**config.mk**
```make
export PLATFORM = sky130hd
export DESIGN_NAME = pe_dot_accumulator
export DESIGN_NICKNAME = d
export VERILOG_FILES = /design/src/rtl/pe_dot_accumulator.sv
export SDC_FILE = /design/constraint.sdc
export NUM_CORES = 2
export LEC_CHECK = 0
export BUFFER_PORTS_ARGS = -buffer_cell sky130_fd_sc_hd__buf_2
export CORE_UTILIZATION = 60
export CTS_CLUSTER_DIAMETER = 80
export DETAILED_ROUTE_END_ITERATION = 8
export PLACE_DENSITY = 0.78
export REMOVE_ABC_BUFFERS = 1
export SYNTH_ARGS = -nofsm -noshare
export SYNTH_HDL_FRONTEND = slang
export SYNTH_SLANG_ARGS = --single-unit
```
**constraint.sdc**
```tcl
create_clock -name clock -period 8.8 [get_ports clock]
set_clock_uncertainty 0.05 [all_clocks]
set_input_delay 0.88 -clock clock [delete_from_list [all_inputs] [get_ports clock]]
set_output_delay 0.88 -clock clock [all_outputs]
set_load 0.01 [all_outputs]
```
**src/rtl/pe_dot_accumulator.sv**
```systemverilog
// Per-lane block-floating-point accumulator behind the dot-product stage.
// Aligns each incoming dot result to a running exponent, accumulates with
// saturation across first/last delimited sequences, and queues results.
//
// Ports:
//   clock, resetn      rising-edge clock, async active-low reset
//   i_valid            input block present (no back-pressure)
//   i_first, i_last    sequence delimiters
//   i_dot, i_exp       per-lane dot results / block exponents, lane 0 in LSBs
//   o_valid, i_ready   output FIFO head handshake
//   o_acc, o_exp       FIFO head: per-lane sums and exponents
//   o_drop             sticky: result lost to a full FIFO
//   o_seq_err          sticky: first/last sequencing violated
module pe_dot_accumulator #(
    parameter int NUM_LANES  = 4,
    parameter int DOT_WIDTH  = 24,
    parameter int EXP_WIDTH  = 6,
    parameter int ACC_WIDTH  = 32,
    parameter int FIFO_DEPTH = 4
) (
    input  logic                           clock,
    input  logic                           resetn,
    input  logic                           i_valid,
    input  logic                           i_first,
    input  logic                           i_last,
    input  logic [NUM_LANES*DOT_WIDTH-1:0] i_dot,
    input  logic [NUM_LANES*EXP_WIDTH-1:0] i_exp,
    output logic                           o_valid,
    input  logic                           i_ready,
    output logic [NUM_LANES*ACC_WIDTH-1:0] o_acc,
    output logic [NUM_LANES*EXP_WIDTH-1:0] o_exp,
    output logic                           o_drop,
    output logic                           o_seq_err
);

    localparam int NL = NUM_LANES;
    localparam int DW = DOT_WIDTH;
    localparam int EW = EXP_WIDTH;
    localparam int AW = ACC_WIDTH;
    localparam int PW = $clog2(FIFO_DEPTH);

    localparam logic signed [AW-1:0] SMAX = {1'b0, {(AW-1){1'b1}}};
    localparam logic signed [AW-1:0] SMIN = {1'b1, {(AW-1){1'b0}}};
    localparam logic [PW:0] DEPTH_C = FIFO_DEPTH[PW:0];

    typedef enum logic {
        IDLE,
        ACCUM
    } state_t;

    state_t state_q;

    logic signed [AW-1:0] acc_q  [NL];
    logic [EW-1:0]        aexp_q [NL];
    logic signed [AW-1:0] acc_d  [NL];
    logic [EW-1:0]        aexp_d [NL];

    // One guard bit so the sum can be checked for overflow before clamping.
    logic signed [AW:0]   dot_x  [NL];
    logic signed [AW:0]   acc_x  [NL];
    logic signed [AW:0]   sum_x  [NL];
    logic [EW-1:0]        e_in   [NL];
    logic [EW-1:0]        sh     [NL];
    logic                 up     [NL];

    logic [NL*AW-1:0] acc_flat;
    logic [NL*EW-1:0] exp_flat;

    logic start;
    logic seq_bad;

    assign start   = i_first | (state_q == IDLE);
    assign seq_bad = i_valid & ((i_first & (state_q == ACCUM)) |
                                (!i_first & (state_q == IDLE)));

    always_comb begin
        acc_flat = '0;
        exp_flat = '0;
        for (int l = 0; l < NL; l++) begin
            e_in[l]  = i_exp[l*EW +: EW];
            dot_x[l] = {{(AW+1-DW){i_dot[l*DW+DW-1]}}, i_dot[l*DW +: DW]};
            acc_x[l] = {acc_q[l][AW-1], acc_q[l]};
            up[l]    = e_in[l] > aexp_q[l];
            sh[l]    = up[l] ? (e_in[l] - aexp_q[l]) : (aexp_q[l] - e_in[l]);

            // The operand with the smaller exponent is shifted right (floor);
            // shifts past the width collapse to 0 or -1.
            if (start) begin
                sum_x[l]  = dot_x[l];
                aexp_d[l] = e_in[l];
            end else if (up[l]) begin
                sum_x[l]  = (acc_x[l] >>> sh[l]) + dot_x[l];
                aexp_d[l] = e_in[l];
            end else begin
                sum_x[l]  = acc_x[l] + (dot_x[l] >>> sh[l]);
                aexp_d[l] = aexp_q[l];
            end

            if (sum_x[l][AW] != sum_x[l][AW-1]) begin
                acc_d[l] = sum_x[l][AW] ? SMIN : SMAX;
            end else begin
                acc_d[l] = sum_x[l][AW-1:0];
            end

            acc_flat[l*AW +: AW] = acc_d[l];
            exp_flat[l*EW +: EW] = aexp_d[l];
        end
    end

    always_ff @(posedge clock or negedge resetn) begin
        if (!resetn) begin
            state_q   <= IDLE;
            o_seq_err <= 1'b0;
            for (int l = 0; l < NL; l++) begin
                acc_q[l]  <= '0;
                aexp_q[l] <= '0;
            end
        end else if (i_valid) begin
            state_q <= i_last ? IDLE : ACCUM;
            if (seq_bad) begin
                o_seq_err <= 1'b1;
            end
            for (int l = 0; l < NL; l++) begin
                acc_q[l]  <= acc_d[l];
                aexp_q[l] <= aexp_d[l];
            end
        end
    end

    // Output FIFO; head is read straight from the storage registers.
    logic [NL*AW-1:0] mem_acc_q [FIFO_DEPTH];
    logic [NL*EW-1:0] mem_exp_q [FIFO_DEPTH];
    logic [PW-1:0]    wr_q;
    logic [PW-1:0]    rd_q;
    logic [PW:0]      cnt_q;

    logic push;
    logic pop;
    logic full;
    logic push_ok;

    assign o_valid = (cnt_q != '0);
    assign o_acc   = mem_acc_q[rd_q];
    assign o_exp   = mem_exp_q[rd_q];

    assign full    = (cnt_q == DEPTH_C);
    assign pop     = o_valid & i_ready;
    assign push    = i_valid & i_last;
    // A pop in the same cycle frees the slot the push needs.
    assign push_ok = push & (!full | pop);

    always_ff @(posedge clock or negedge resetn) begin
        if (!resetn) begin
            wr_q   <= '0;
            rd_q   <= '0;
            cnt_q  <= '0;
            o_drop <= 1'b0;
            for (int i = 0; i < FIFO_DEPTH; i++) begin
                mem_acc_q[i] <= '0;
                mem_exp_q[i] <= '0;
            end
        end else begin
            if (push_ok) begin
                mem_acc_q[wr_q] <= acc_flat;
                mem_exp_q[wr_q] <= exp_flat;
                wr_q            <= wr_q + 1'b1;
            end
            if (pop) begin
                rd_q <= rd_q + 1'b1;
            end
            if (push & !push_ok) begin
                o_drop <= 1'b1;
            end
            unique case ({push_ok, pop})
                2'b10:   cnt_q <= cnt_q + 1'b1;
                2'b01:   cnt_q <= cnt_q - 1'b1;
                default: cnt_q <= cnt_q;
            endcase
        end
    end

endmodule

```
==> After elaboration in Yosys (flattened, before gate mapping) <==
Cells that the tools add are included.
{ "totals": {"inputBits": 126, "regBits": 770} }
{ "op_classes": {"eq_ne": 7, "n_mux": 42, "shifts": 8, "bitwise_logic": 13, "n_addsub": 20, "reduce_logical": 7, "magnitude_cmp": 7} }
{ "op_table": {"columns": ["operator", "n"], "rows": [
  ["$bwmux W512", 1],
  ["$mux W128", 3],
  ["$mux W33", 8],
  ["$bmux W128 S2", 1],
  ["$demux W128 S2", 1],
  ["$mux W32", 8],
  ["$add A32 B33 Y33", 4],
  ["$add A33 B24 Y33", 4],
  ["$sshr A24 B6 Y33", 4],
  ["$sshr A32 B6 Y33", 4],
  ["$bwmux W96", 1],
  ["$mux W24", 3],
  ["$mux W6", 12],
  ["$bmux W24 S2", 1],
  ["$demux W24 S2", 1],
  ["$sub A6 B6 Y6", 8],
  ["$gt A6 B6 Y1", 4],
  ["$and A1 B1 Y1", 7],
  ["$ge A3 B3 Y1 const B", 2],
  ["$not A2 Y3", 2],
  ["$pmux W3 S2", 1],
  ["$add A2 B1 Y2 const B", 2],
  ["$ne A1 B1 Y1", 4],
  ["$add A3 B1 Y3 const B", 1],
  ["other kinds (13)", 17]
]} }

==> Depth between registers and ports, before layout <==
{ "logic_depth": {"depth_word": 9, "depth_mapped": 31, "ltp_nobuf": 25} }

==> Worst setup path after synthesis <==
Ideal clock, no wire load.
{ "synth_timing": {"kind": "in2reg", "start": "in i_exp[6]", "end": "reg mem_acc_q[168] (netlist bit)", "arrival_ps": 6869, "setup_slack_ps": 1747, "stages": 27, "cell_sequence": "inv_1 > ha_1 > fa_1 > nor2b_1 > o31ai_1 > a211oi_2 > nor3_1 > o311ai_2 > xnor2_1 > clkbuf_1 > clkbuf_1 > nand3_1 > a21oi_1 > nor3_1 > ha_1 > fa_1 > a21o_1 > a221o_1 > o211ai_1 > o211ai_2 > a32oi_1 > o21a_1 > o21ai_1 > o22a_1 > buf_1 > a21oi_1 > o21ai_0"} }
{ "synth_via": {"elab_chain_len": 9} }
{ "synth_lines": {"columns": ["element", "line", "source"], "rows": [
  ["start, declared", "27", "input logic [NUM_LANES*EXP_WIDTH-1:0] i_exp,"],
  ["$sub A6 B6 Y6 or $gt A6 B6 Y1 (tied branches)", "84, 83", null],
  ["$mux W6", "84", "sh[l] = up[l] ? (e_in[l] - aexp_q[l]) : (aexp_q[l] - e_in[l]);"],
  ["$sshr A32 B6 Y33 or $sshr A24 B6 Y33 (tied branches)", "92, 95", null],
  ["$add A33 B24 Y33 or $add A32 B33 Y33 (tied branches)", "92, 95", null],
  ["$mux W33 (*)", "91", "end else if (up[l]) begin"],
  ["$mux W33 (*)", "88", "if (start) begin"],
  ["$mux W32 or $ne A1 B1 Y1 (tied branches)", "100, 99", null],
  ["$mux W32 (*)", "99", "if (sum_x[l][AW] != sum_x[l][AW-1]) begin"],
  ["$bwmux W512 (*)", "164", "mem_acc_q[wr_q] <= acc_flat;"],
  ["end signal, assigned by index", "164", null],
  ["end, declared", "131", "logic [NL*AW-1:0] mem_acc_q [FIFO_DEPTH];"]
]} }
Every way passes the cells marked *; elsewhere a longest branch is shown, timed or not.
A chain may end at the register's enable or synchronous reset.

==> Worst setup path after layout <==
{ "layout_timing": {"start": "reg aexp_q[2] (netlist bit)", "end": "reg mem_acc_q[234] (netlist bit)"} }
{ "layout_via": {"elab_chain_len": 9} }
{ "layout_lines": {"columns": ["element", "line", "source"], "rows": [
  ["start, declared", "54", "logic [EW-1:0] aexp_q [NL];"],
  ["start signal, assigned by index", "125", "aexp_q[l] <= aexp_d[l];"],
  ["$sub A6 B6 Y6 or $gt A6 B6 Y1 (tied branches)", "84, 83", null],
  ["$mux W6", "84", null],
  ["$sshr A32 B6 Y33 or $sshr A24 B6 Y33 (tied branches)", "92, 95", null],
  ["$add A33 B24 Y33 or $add A32 B33 Y33 (tied branches)", "92, 95", null],
  ["$mux W33 (*)", "91", null],
  ["$mux W33 (*)", "88", null],
  ["$mux W32 or $ne A1 B1 Y1 (tied branches)", "100, 99", null],
  ["$mux W32 (*)", "99", null],
  ["$bwmux W512 (*)", "164", null]
]} }
Marks and branches as above.

==> qor.json <==
{
  "outcome": {"value": "finished, final reports clean"},
  "detailed_place_hpwl": {"value": 157700, "unit": "um"},
  "cts_tree": {"value": "yes"},
  "ctsResizeCount": {"value": 0},
  "clock_transition_at_the_registers_of_the_reported_paths": {"value": 0.06, "unit": "ns"},
  "crit_path_start_kind": {"value": "register"},
  "yosys_register_bits": {"value": 770},
  "postRouteAntennaNets": {"value": 0},
  "grt_pass1_vias": {"value": 56990},
  "netlist.top_cell.by_area": {"value": "dfrtp_1"},
  "yosys.area.top_type_share": {"value": 30.83, "unit": "%"},
  "finalWeightedCongestion": {"value": 1.025},
  "pre_antenna_drt_iters": {"value": 9},
  "crit_chain": {"value": "ha_1, nor2b_1, o31a_1, o31a_2, mux2_2, mux2i_1, mux2i_1, mux2_2, o21ai_0, a221oi_1, ha_1, fa_1, a211oi_1, o21ai_0, o2111ai_1, a21oi_1, a311o_1, a21boi_0, a2bb2o_4, a211oi_1, a21oi_1, o21ai_0"},
  "fp-row-count": {"value": 118},
  "largest_net_degree_at_the_start_of_global_routing": {"value": 198},
  "wire_length_of_the_first_global_routing_pass": {"value": 333600, "unit": "um"},
  "cp_slowest_stage_delay": {"value": 0.76, "unit": "ns"},
  "finish.net_count": {"value": 7717},
  "layout_commonest_cell": {"value": "nand2_1"},
  "die_footprint": {"value": 105500, "unit": "um^2"},
  "grt_usage": {"value": 40.24, "unit": "%"},
  "clock_latency": {"value": 0.70, "unit": "ns"},
  "drc": {"value": 0},
  "type_of_the_setup_path_with_the_least_slack": {"value": "reg -> reg"},
  "clk_root_buf": {"value": "clkbuf_16"},
  "max_freq": {"value": 124.0, "unit": "MHz"},
  "fin_tns_setup": {"value": 0, "unit": "ns"},
  "global_route.overflow_total": {"value": 0},
  "dr_total_vias": {"value": 59480},
  "hold_violations": {"value": 0},
  "number_of_synthesized_flops_with_an_enable_pin": {"value": 0},
  "cap_viol_max_count": {"value": 0},
  "setup_viol": {"value": 0},
  "ir_worst_vdd": {"value": 0.7304, "unit": "mV"},
  "critPathRequiredTime": {"value": 9.28, "unit": "ns"},
  "synth.yosys.seq_area_share": {"value": 30.83, "unit": "%"},
  "reg2reg_depth": {"value": 22},
  "syn_inst": {"value": 7255},
  "tightest_slew": {"value": 1.320, "unit": "ns"},
  "endpoint_kind": {"value": "register"},
  "hold_class": {"value": "in -> async"},
  "cts.sink_count": {"value": 770},
  "htree_num_levels": {"value": 3},
  "floorplan.core_area": {"value": 103300, "unit": "um^2"},
  "area_delta_synth_final": {"value": 8.592, "unit": "%"},
  "synthesis.area_per_instance": {"value": 8.615, "unit": "um^2"},
  "floorplan.io_pins": {"value": 281},
  "final.hold.worst_slack": {"value": 0.2029, "unit": "ns"},
  "synth.lib_cells_used.distinct": {"value": 105},
  "routed_wirelength": {"value": 217300, "unit": "um"},
  "slew_viol_final": {"value": 0},
  "cts-buffers-inserted": {"value": 84},
  "maximum_net_fanout_on_the_critical_path": {"value": 27},
  "post_cts_setup_bufs": {"value": 0},
  "initial_utilization": {"value": 60.48, "unit": "%"},
  "antenna_found_initial": {"value": 4},
  "clock_tree.buffer_depth": {"value": 3},
  "detailed_route_wire_length_per_cell": {"value": 24.94, "unit": "um"},
  "mappedNetlistArea": {"value": 62500, "unit": "um^2"},
  "design_power_total": {"value": 32.29, "unit": "mW"},
  "die_boundary_height": {"value": 324.8, "unit": "um"},
  "unrepaired_setup_endpoints_after_global_routing": {"value": "no"},
  "synth.top_cells.by_area": {"value": "dfrtp_1, mux4_2, mux2i_1"},
  "layout_common_cells": {"value": "nand2_1, dfrtp_1, a21oi_1"},
  "yosys_warnings": {"value": 0},
  "initialDrtViolationCount": {"value": 6992},
  "min_period": {"value": 8.064, "unit": "ns"},
  "fin_crit_sh": {"value": 91.64, "unit": "%"},
  "crit_top_cell": {"value": "o21ai_0"},
  "static-leakage-power": {"value": 30.31, "unit": "nW"},
  "buffer_ports.inserted": {"value": 280},
  "worst-endpoint-arrival": {"value": 8.54, "unit": "ns"},
  "post_route_cells_drive_above_1_share": {"value": 13.77, "unit": "%"},
  "cellPowerDensity": {"value": 475.8, "unit": "nW/um^2"},
  "post_drt_via_cell_ratio": {"value": 6.825},
  "slowest_stage_cell_crit_path": {"value": "mux2_2"},
  "postCtsHoldBufs": {"value": 0},
  "synth_async_sr_flop_share": {"value": 100.0, "unit": "%"},
  "timing.slew.headroom": {"value": 11.64, "unit": "%"},
  "dieWidth": {"value": 324.8, "unit": "um"},
  "postSynth.topFlopCell": {"value": "dfrtp_1"}
}
-- worst max-delay path: cells and delay by family (launching register included) --
family	cells	cell delay, ns
AND/OR/NAND/NOR	1	0.21
multiplexers	4	1.66
flip-flops	1	0.40
adder cells (fa/ha/maj)	3	1.20
AO/OA/AOI/OAI	14	4.34
-- synthesized netlist by cell type (95+ instances only) --
cell,n
a211oi_1,95
a21o_1,119
a21oi_1,717
clkbuf_1,343
dfrtp_1,770
ha_1,302
inv_1,102
mux2_2,119
mux2i_1,452
mux4_2,220
nand2_1,1075
nand3_1,139
nor2_1,649
nor3_1,95
o21ai_0,659
xnor2_1,121
xor2_1,116
-- kinds of logic after synthesis --
logic type,count (synthesis),share of synthesized area (%)
and+or+nand+nor,2284,15.66
DFF,770,30.83
adders and majority gates,319,6.590
muxes,794,17.39
AOI/OAI and AO/OA,2246,22.17
buffers and inverters,600,3.908
xor gates and xnor gates,242,3.451
-- power breakdown --
part           switching (mW)  internal [mW]
Combinational            13.7           8.58
Clock                    1.59           2.03
Sequential               1.28           5.11
-- routing by layer --
layer / vias to the layer above / GRT usage, % / wire, um
li1: 26650 / - / -
met1: 29050 / 56.15 / 89140
met2: 3189 / 61.29 / 96200
met3: 581 / 8.189 / 22360
met4: 6 / 16.31 / 9559
met5: - / 0 / 30
-- metrics by stage --
step / area (um^2) / setup WS, ns / instances / utilization [%]
after floorplan: 60450 / -2.043 / 6759 / -
after global placement: 65110 / 0.3340 / 8566 / 63.00
after detailed placement: 65110 / 0.3189 / 8566 / 63.00
after CTS: 67870 / 0.9297 / 8713 / 65.67
after global routing: 67870 / 0.2801 / 8713 / 65.67
final: 67870 / 0.7361 / 8714 / 65.67
-- registers in the layout, indices dropped and copies added (netlist names) --
signal and cells:
acc_q 128, aexp_q 24, cnt_q 3, mem_acc_q 512, mem_exp_q 96, o_drop 1, o_seq_err 1, rd_q 2
state_q 1, wr_q 2
-- worst paths after layout --
path	endpoint	slack (ns)	from
setup / recovery	mem_acc_q[234]$_DFFE_PN0P_	0.74	aexp_q[2]$_DFFE_PN0P_
hold / removal	mem_acc_q[421]$_DFFE_PN0P_	0.20	resetn
setup reg to reg	mem_acc_q[234]$_DFFE_PN0P_	0.74	aexp_q[2]$_DFFE_PN0P_
hold reg to reg	o_seq_err$_DFFE_PN0P_	0.42	o_seq_err$_DFFE_PN0P_
max in group asynchronous	mem_acc_q[489]$_DFFE_PN0P_	6.36	resetn
min in group clock	state_q$_DFFE_PN0P_	0.35	i_last
-- cell type report --
cell class / count / area, um^2
sequential: 770 / 19280
clock inverter: 30 / 376.6
clock buffer: 117 / 2386
tap: 1380 / 1727
fill: 8626 / 35480
timing repair buffer: 427 / 2700
antenna: 1 / 2.502
multi-input combinational: 5885 / 41010
inverter: 104 / 390.4
No activity file was read; power rests on OpenSTA's default activity.
